File: config.mk
export PLATFORM = sky130hd
export DESIGN_NAME = mem_port_arbiter_flat
export DESIGN_NICKNAME = d
export VERILOG_FILES = /design/src/rtl/mem_port_arbiter_if.sv /design/src/rtl/mem_port_arbiter.sv /design/src/flat_wrapper.sv
export SDC_FILE = /design/constraint.sdc
export NUM_CORES = 1
export LEC_CHECK = 0
export CAP_MARGIN = 20
export CORE_MARGIN = 10
export CORE_UTILIZATION = 41
export DETAILED_ROUTE_END_ITERATION = 16
export GPL_TIMING_DRIVEN = 0
export PLACE_DENSITY_LB_ADDON = 0.1
export RECOVER_POWER = 50
export SYNTH_ARGS = -nofsm -noshare
export SYNTH_HDL_FRONTEND = slang
export SYNTH_SLANG_ARGS = --single-unit
export TNS_END_PERCENT = 100
File: constraint.sdc
create_clock -name clk -period 2.8 [get_ports clk]
set_input_delay 0.56 -clock clk [delete_from_list [all_inputs] [get_ports clk]]
set_output_delay 0.56 -clock clk [all_outputs]
set_load 0.1 [all_outputs]
File: src/rtl/mem_port_arbiter_if.sv
// Bundle of channel-side and cache-side signals around the memory port arbiter.
// The arbiter takes the master modport; requesters and the cache sit on slave.
interface mem_port_arbiter_if #(
    parameter int unsigned N_CH   = 2,
    parameter int unsigned ADDR_W = 21,
    parameter int unsigned DATA_W = 32,
    parameter int unsigned DEPTH  = 4
);
    localparam int unsigned CNT_W = $clog2(DEPTH) + 1;

    logic [N_CH-1:0]        req_valid;
    logic [N_CH-1:0]        req_ready;
    logic [N_CH*ADDR_W-1:0] req_addr;
    logic [N_CH*DATA_W-1:0] req_data;
    logic [N_CH-1:0]        req_wr;
    logic [N_CH-1:0]        rsp_valid;
    logic [DATA_W-1:0]      rsp_data;
    logic [ADDR_W-1:0]      cache_req_addr;
    logic [DATA_W-1:0]      cache_req_data;
    logic                   cache_req_wr;
    logic                   cache_req_valid;
    logic                   cache_req_ready;
    logic [DATA_W-1:0]      cache_rsp_data;
    logic                   cache_rsp_valid;
    logic [CNT_W-1:0]       outstanding;
    logic                   rsp_orphan;

    modport master (
        input  req_valid, req_addr, req_data, req_wr,
        input  cache_req_ready, cache_rsp_data, cache_rsp_valid,
        output req_ready, rsp_valid, rsp_data,
        output cache_req_addr, cache_req_data, cache_req_wr, cache_req_valid,
        output outstanding, rsp_orphan
    );

    modport slave (
        output req_valid, req_addr, req_data, req_wr,
        output cache_req_ready, cache_rsp_data, cache_rsp_valid,
        input  req_ready, rsp_valid, rsp_data,
        input  cache_req_addr, cache_req_data, cache_req_wr, cache_req_valid,
        input  outstanding, rsp_orphan
    );
endinterface

File: src/rtl/mem_port_arbiter.sv
// Round-robin N-channel arbiter onto one registered cache request port, with
// in-order read-response routing through a tag FIFO of issuing channel indices.
module mem_port_arbiter #(
    parameter int unsigned N_CH   = 2,
    parameter int unsigned ADDR_W = 21,
    parameter int unsigned DATA_W = 32,
    parameter int unsigned DEPTH  = 4
) (
    input logic                clk,
    input logic                reset,
    mem_port_arbiter_if.master bus
);
    localparam int unsigned TAG_W = (N_CH > 1) ? $clog2(N_CH) : 1;
    localparam int unsigned PTR_W = $clog2(DEPTH);
    localparam int unsigned CNT_W = PTR_W + 1;

    logic [ADDR_W-1:0] addr_q;
    logic [DATA_W-1:0] data_q;
    logic              wr_q;
    logic              valid_q;
    logic [TAG_W-1:0]  rr_ptr_q;
    logic [TAG_W-1:0]  tag_mem_q [DEPTH];
    logic [PTR_W-1:0]  wr_ptr_q;
    logic [PTR_W-1:0]  rd_ptr_q;
    logic [CNT_W-1:0]  count_q;
    logic [N_CH-1:0]   rsp_valid_q;
    logic [DATA_W-1:0] rsp_data_q;
    logic              orphan_q;

    logic              stage_free;
    logic              fifo_full;
    logic              fifo_empty;
    logic [N_CH-1:0]   eligible;
    logic [N_CH-1:0]   grant;
    logic              gnt_any;
    logic [TAG_W-1:0]  gnt_idx;
    logic [TAG_W-1:0]  rr_ptr_d;
    logic [ADDR_W-1:0] sel_addr;
    logic [DATA_W-1:0] sel_data;
    logic              sel_wr;
    logic              push;
    logic              pop;
    logic [TAG_W-1:0]  head;
    logic [N_CH-1:0]   rsp_valid_d;

    assign stage_free = !valid_q || bus.cache_req_ready;
    assign fifo_full  = (count_q == CNT_W'(DEPTH));
    assign fifo_empty = (count_q == '0);
    assign head       = tag_mem_q[rd_ptr_q];

    // Fullness uses the registered count, so a same-cycle pop never unblocks a read.
    always_comb begin
        eligible = '0;
        for (int i = 0; i < N_CH; i++) begin
            eligible[i] = bus.req_valid[i] && (!bus.req_wr[i] || !fifo_full);
        end
    end

    // Two passes: channels at or above rr_ptr first, then the wrapped-around rest.
    always_comb begin
        grant   = '0;
        gnt_any = 1'b0;
        gnt_idx = '0;
        if (stage_free && !reset) begin
            for (int i = 0; i < N_CH; i++) begin
                if (!gnt_any && eligible[i] && (TAG_W'(i) >= rr_ptr_q)) begin
                    gnt_any  = 1'b1;
                    gnt_idx  = TAG_W'(i);
                    grant[i] = 1'b1;
                end
            end
            for (int i = 0; i < N_CH; i++) begin
                if (!gnt_any && eligible[i]) begin
                    gnt_any  = 1'b1;
                    gnt_idx  = TAG_W'(i);
                    grant[i] = 1'b1;
                end
            end
        end
    end

    always_comb begin
        sel_addr = '0;
        sel_data = '0;
        sel_wr   = 1'b1;
        for (int i = 0; i < N_CH; i++) begin
            if (grant[i]) begin
                sel_addr = bus.req_addr[i*ADDR_W +: ADDR_W];
                sel_data = bus.req_data[i*DATA_W +: DATA_W];
                sel_wr   = bus.req_wr[i];
            end
        end
    end

    assign rr_ptr_d = (gnt_idx == TAG_W'(N_CH - 1)) ? '0 : gnt_idx + 1'b1;
    assign push     = |(grant & bus.req_wr);
    assign pop      = bus.cache_rsp_valid && !fifo_empty;

    always_comb begin
        rsp_valid_d = '0;
        for (int i = 0; i < N_CH; i++) begin
            rsp_valid_d[i] = pop && (head == TAG_W'(i));
        end
    end

    always_ff @(posedge clk) begin
        if (reset) begin
            addr_q      <= '0;
            data_q      <= '0;
            wr_q        <= 1'b1;
            valid_q     <= 1'b0;
            rr_ptr_q    <= '0;
            wr_ptr_q    <= '0;
            rd_ptr_q    <= '0;
            count_q     <= '0;
            rsp_valid_q <= '0;
            rsp_data_q  <= '0;
            orphan_q    <= 1'b0;
        end else begin
            if (gnt_any) begin
                addr_q   <= sel_addr;
                data_q   <= sel_data;
                wr_q     <= sel_wr;
                valid_q  <= 1'b1;
                rr_ptr_q <= rr_ptr_d;
            end else if (bus.cache_req_ready) begin
                valid_q <= 1'b0;
            end
            if (push) begin
                wr_ptr_q <= wr_ptr_q + 1'b1;
            end
            if (pop) begin
                rd_ptr_q   <= rd_ptr_q + 1'b1;
                rsp_data_q <= bus.cache_rsp_data;
            end
            if (push && !pop) begin
                count_q <= count_q + 1'b1;
            end else if (pop && !push) begin
                count_q <= count_q - 1'b1;
            end
            rsp_valid_q <= rsp_valid_d;
            if (bus.cache_rsp_valid && fifo_empty) begin
                orphan_q <= 1'b1;
            end
        end
    end

    always_ff @(posedge clk) begin
        if (push) begin
            tag_mem_q[wr_ptr_q] <= gnt_idx;
        end
    end

    assign bus.req_ready       = grant;
    assign bus.cache_req_addr  = addr_q;
    assign bus.cache_req_data  = data_q;
    assign bus.cache_req_wr    = wr_q;
    assign bus.cache_req_valid = valid_q;
    assign bus.rsp_valid       = rsp_valid_q;
    assign bus.rsp_data        = rsp_data_q;
    assign bus.outstanding     = count_q;
    assign bus.rsp_orphan      = orphan_q;
endmodule
File: src/flat_wrapper.sv
// flat-port wrapper written by rule: the top's interface ports become plain ports
module mem_port_arbiter_flat 
#(
    parameter int unsigned N_CH   = 2,
    parameter int unsigned ADDR_W = 21,
    parameter int unsigned DATA_W = 32,
    parameter int unsigned DEPTH  = 4
)
  (clk, reset, bus_req_valid, bus_req_addr, bus_req_data, bus_req_wr, bus_cache_req_ready, bus_cache_rsp_data, bus_cache_rsp_valid, bus_req_ready, bus_rsp_valid, bus_rsp_data, bus_cache_req_addr, bus_cache_req_data, bus_cache_req_wr, bus_cache_req_valid, bus_outstanding, bus_rsp_orphan);
  mem_port_arbiter_if #(.N_CH(N_CH), .ADDR_W(ADDR_W), .DATA_W(DATA_W), .DEPTH(DEPTH)) bus_i ();
  input logic clk;
  input logic reset;
  input wire logic [$bits(bus_i.req_valid)-1:0] bus_req_valid;
  input wire logic [$bits(bus_i.req_addr)-1:0] bus_req_addr;
  input wire logic [$bits(bus_i.req_data)-1:0] bus_req_data;
  input wire logic [$bits(bus_i.req_wr)-1:0] bus_req_wr;
  input wire logic [$bits(bus_i.cache_req_ready)-1:0] bus_cache_req_ready;
  input wire logic [$bits(bus_i.cache_rsp_data)-1:0] bus_cache_rsp_data;
  input wire logic [$bits(bus_i.cache_rsp_valid)-1:0] bus_cache_rsp_valid;
  output wire logic [$bits(bus_i.req_ready)-1:0] bus_req_ready;
  output wire logic [$bits(bus_i.rsp_valid)-1:0] bus_rsp_valid;
  output wire logic [$bits(bus_i.rsp_data)-1:0] bus_rsp_data;
  output wire logic [$bits(bus_i.cache_req_addr)-1:0] bus_cache_req_addr;
  output wire logic [$bits(bus_i.cache_req_data)-1:0] bus_cache_req_data;
  output wire logic [$bits(bus_i.cache_req_wr)-1:0] bus_cache_req_wr;
  output wire logic [$bits(bus_i.cache_req_valid)-1:0] bus_cache_req_valid;
  output wire logic [$bits(bus_i.outstanding)-1:0] bus_outstanding;
  output wire logic [$bits(bus_i.rsp_orphan)-1:0] bus_rsp_orphan;
  assign bus_i.req_valid = bus_req_valid;
  assign bus_i.req_addr = bus_req_addr;
  assign bus_i.req_data = bus_req_data;
  assign bus_i.req_wr = bus_req_wr;
  assign bus_i.cache_req_ready = bus_cache_req_ready;
  assign bus_i.cache_rsp_data = bus_cache_rsp_data;
  assign bus_i.cache_rsp_valid = bus_cache_rsp_valid;
  assign bus_req_ready = bus_i.req_ready;
  assign bus_rsp_valid = bus_i.rsp_valid;
  assign bus_rsp_data = bus_i.rsp_data;
  assign bus_cache_req_addr = bus_i.cache_req_addr;
  assign bus_cache_req_data = bus_i.cache_req_data;
  assign bus_cache_req_wr = bus_i.cache_req_wr;
  assign bus_cache_req_valid = bus_i.cache_req_valid;
  assign bus_outstanding = bus_i.outstanding;
  assign bus_rsp_orphan = bus_i.rsp_orphan;
  mem_port_arbiter #(.N_CH(N_CH), .ADDR_W(ADDR_W), .DATA_W(DATA_W), .DEPTH(DEPTH)) u_core (.clk(clk), .reset(reset), .bus(bus_i));
endmodule
==> results.sh <==
export IMPL_start_util_pct=42.5
export IMPL_final_hold_viol_count=0
export IMPL_yosys_warnings=0
export IMPL_period_share_pct=99.4
export IMPL_power_density_nw_per_um2=880
export IMPL_ant_nets=0
export IMPL_yosysSeqAreaShare_pct=43.2
export IMPL_slew_violations=0
export IMPL_worstPathRequired_ns=2.24
export IMPL_core_um2=11600
export IMPL_fin_hold_ws_ns=0.455
export IMPL_synth_flop_cell="dfxtp_1"
export IMPL_grt_max_degree=17
export IMPL_cts_htree_levels=3
export IMPL_instances_no_fill=925
export IMPL_grt_pass1_vias=4768
export IMPL_place_port_buffers=239
export IMPL_die_area_um2=16800
export IMPL_yosys_cell_types_count=44
export IMPL_rows=39
export IMPL_synth_nets=674
export IMPL_first_pass_iters=4
export IMPL_max_slew_margin_pct=27.0
export IMPL_final_nets=927
export IMPL_finish_utilization_pct=65.7
export IMPL_wirelength_um=17900
export IMPL_yosys_area_top_type="dfxtp_1"
export IMPL_synth_edf_count=4
export IMPL_crit_slowest_cell="clkdlybuf4s50_1"
export IMPL_ys_ff_latch=104
export IMPL_via_count=4787
export IMPL_ir_worst_vdd_mv=0.607
export IMPL_crit_path_start_kind="input port"
export IMPL_tightestPinTransition_ns=1.09
export IMPL_track_usage_pct=20.0
export IMPL_cts_tree="yes"
export IMPL_antenna_found_initial=3
export IMPL_nFillCells=1014
export IMPL_syn_area_um2=4920
export IMPL_viasPerCell=5.18
export IMPL_grt_pass1_wl_um=26300
export IMPL_syn_to_final_growth_pct=54.6
export IMPL_p_sw_share_pct=47.3
export IMPL_async_reset_ff_share_pct=0
export IMPL_path_cells="clkdlybuf4s50_1, nor2b_1, buf_2, buf_6, nor3_4, buf_4"
export IMPL_cts_root_buf="clkbuf_16"
export IMPL_placed_area_um2=7510
export IMPL_worst_path_largest_cell_delay_ns=0.42
export IMPL_cts_buffer_depth=2
export IMPL_fp_dieH_um=130
export IMPL_r2r_slack_ns=0.22
export IMPL_placed_cells=904
export IMPL_p_switching_mw=3.17
export IMPL_end_kind="primary output"
export IMPL_syn_inst=522
export IMPL_drcViolationCount=0
export IMPL_cp_buffers_inverters=4
export IMPL_syn_avg_cell_area_um2=9.42
export IMPL_drive_gt1_share_pct=10.1
export IMPL_wl_per_cell_um=19.3
export IMPL_power_frac_seq_pct=28.7
export IMPL_cts_sinks=104
export IMPL_drtIter0Drc=239
export IMPL_yosys_top_cells_count="nor3_1, dfxtp_1, nand2_1, inv_1, a2111oi_2"
export IMPL_hpwl_um=13900
export IMPL_p_leak_nw=2.82
export IMPL_combPwrFrac_pct=50.3
export IMPL_fin_skew_ns=0.00752
export IMPL_synth_area_top_cells="dfxtp_1, a2111oi_2, nor3_1"
export IMPL_gp_congestion=0.803
export IMPL_clkPwrFrac_pct=21.0
export IMPL_timing_hold_worst_class="reg -> reg"
export IMPL_critPathArrivalTime_ns=2.22
export IMPL_overflow=0
export IMPL_design_area_um2=7600
export IMPL_dp_slack_ns=-0.873
export IMPL_status="completed"
export IMPL_fin_ws_ns=0.0170
export IMPL_worst_setup_path_type="in -> out"
export IMPL_setup_viol=0
export IMPL_rsz0062_at_grt="true"
export IMPL_path_max_fanout=10
export IMPL_p_int_mw=3.53
export IMPL_cts_buffers=9
export IMPL_pin_count=241
export IMPL_cp_top_family="buffers and inverters"
export IMPL_clk_insertion_delay_late_ns=0.35
export IMPL_maxCapViolCount=0
export IMPL_cts_clk_slew_worst_paths_ns=0.07
export IMPL_die_w_um=130
export IMPL_post_synth_top_count_cell="nor3_1"
export IMPL_finalCriticalPeriod_ns=2.78
export IMPL_fmax_mhz=359
export IMPL_synth_top_cell_area_share_pct=40.7
flip-flops by register name, indices dropped and copies added (netlist names), named ones only:
name and flops:
u_core.bus.cache_req_data 32, u_core.bus.rsp_data 32, u_core.bus.cache_req_addr 21, u_core.rd_ptr_q 2, u_core.wr_ptr_q 2, u_core.bus.cache_req_valid 1
u_core.bus.rsp_orphan 1, u_core.bus.outstanding 3, u_core.tag_mem_q 4, u_core.rr_ptr_q 1, u_core.bus.rsp_valid 2, u_core.bus.cache_req_wr 1
power by group through the flow:
stage	sequential, mW	combinational (mW)	clock, mW
floorplan	3.55	0.975	0
global placement	1.94	3.45	0
detailed placement	1.95	3.50	0
CTS	1.92	3.52	1.43
global route	1.96	3.53	1.48
finish	1.92	3.37	1.40
cell type report:
| class | count | area (um2) | area share (%) |
|---|---|---|---|
| tap | 143 | 179 | 2.35 |
| clock buffer | 12 | 256 | 3.38 |
| antenna | 2 | 5.00 | 0.0659 |
| inverter | 58 | 218 | 2.86 |
| sequential | 104 | 2130 | 28.0 |
| timing repair buffer | 242 | 2410 | 31.7 |
| buffer | 45 | 312 | 4.10 |
| multi-input combinational | 315 | 2020 | 26.6 |
| clock inverter | 4 | 73.8 | 0.971 |
cell usage in the layout (no fill, tap or decap), types with 2 or more instances in the layout:
cell	synthesis	layout
dfxtp_1	100	97
buf_4	4	8
xor2_1	3	3
inv_1	57	57
buf_6	12	7
and3_1	6	6
a2111oi_1	4	3
o21ai_0	2	2
a2111oi_0	0	38
edfxtp_1	4	4
nand3_1	2	2
buf_2	10	8
clkbuf_1	14	18
bufinv_16	0	2
clkbuf_8	0	2
nand4bb_2	2	2
ha_1	5	5
buf_8	5	5
nand2_1	66	66
a21oi_1	35	35
clkbuf_16	0	9
dfxtp_2	0	3
a2111oi_2	49	12
and2_4	1	2
clkdlybuf4s50_1	0	235
diode_2	0	2
nor3_1	108	107
nor2_1	8	7
nor3_2	2	2
clkbuf_2	0	4
kinds of logic after synthesis:
group / synth area share [%]
muxes: 0.662
DFF: 43.2
buffers and inverters: 11.4
xor gates and xnor gates: 0.713
adders and majority gates: 1.68
AOI/OAI and AO/OA: 22.0
and+or+nand+nor: 20.4
tightest hold or removal path, stage by stage, from the launching register on:
cell and delay [ns]:
dfxtp_1 0.31, nand2_1 0.05, a21oi_1 0.05
final timing paths:
kind,from,end,cells after the start
min reg2reg,u_core.bus.rsp_data[26],u_core.bus.rsp_data[26],2
min,u_core.bus.rsp_data[26],u_core.bus.rsp_data[26],2
max,bus_cache_req_ready,bus_req_ready[1],6
max reg2reg,u_core.bus.outstanding[2],u_core.bus.outstanding[2],10
stage by stage:
step,power [mW],TNS (ns)
global route,6.97,-0.0834
finish,6.69,0
detailed placement,5.45,-2.65
floorplan,4.52,0
CTS,6.87,-0.0320
global placement,5.39,-2.55
per-layer routing:
layer / vias to the layer above / routed length, um / global-route usage (%)
met2: 174 / 8790 / 33.8
met4: 2 / 427 / 9.19
met1: 2231 / 6920 / 22.0
met3: 26 / 1710 / 7.59
li1: 2354 / - / -
met5: - / 13 / 0
repair_timing:
action                                  4_1_cts  5_1_grt
gates resized for setup                      13        5
endpoints found under the setup margin        3        3
hold buffers                                  0        0
pin swaps                                     1        2
setup buffers                                 1        2
No activity file was read; power rests on OpenSTA's default activity.
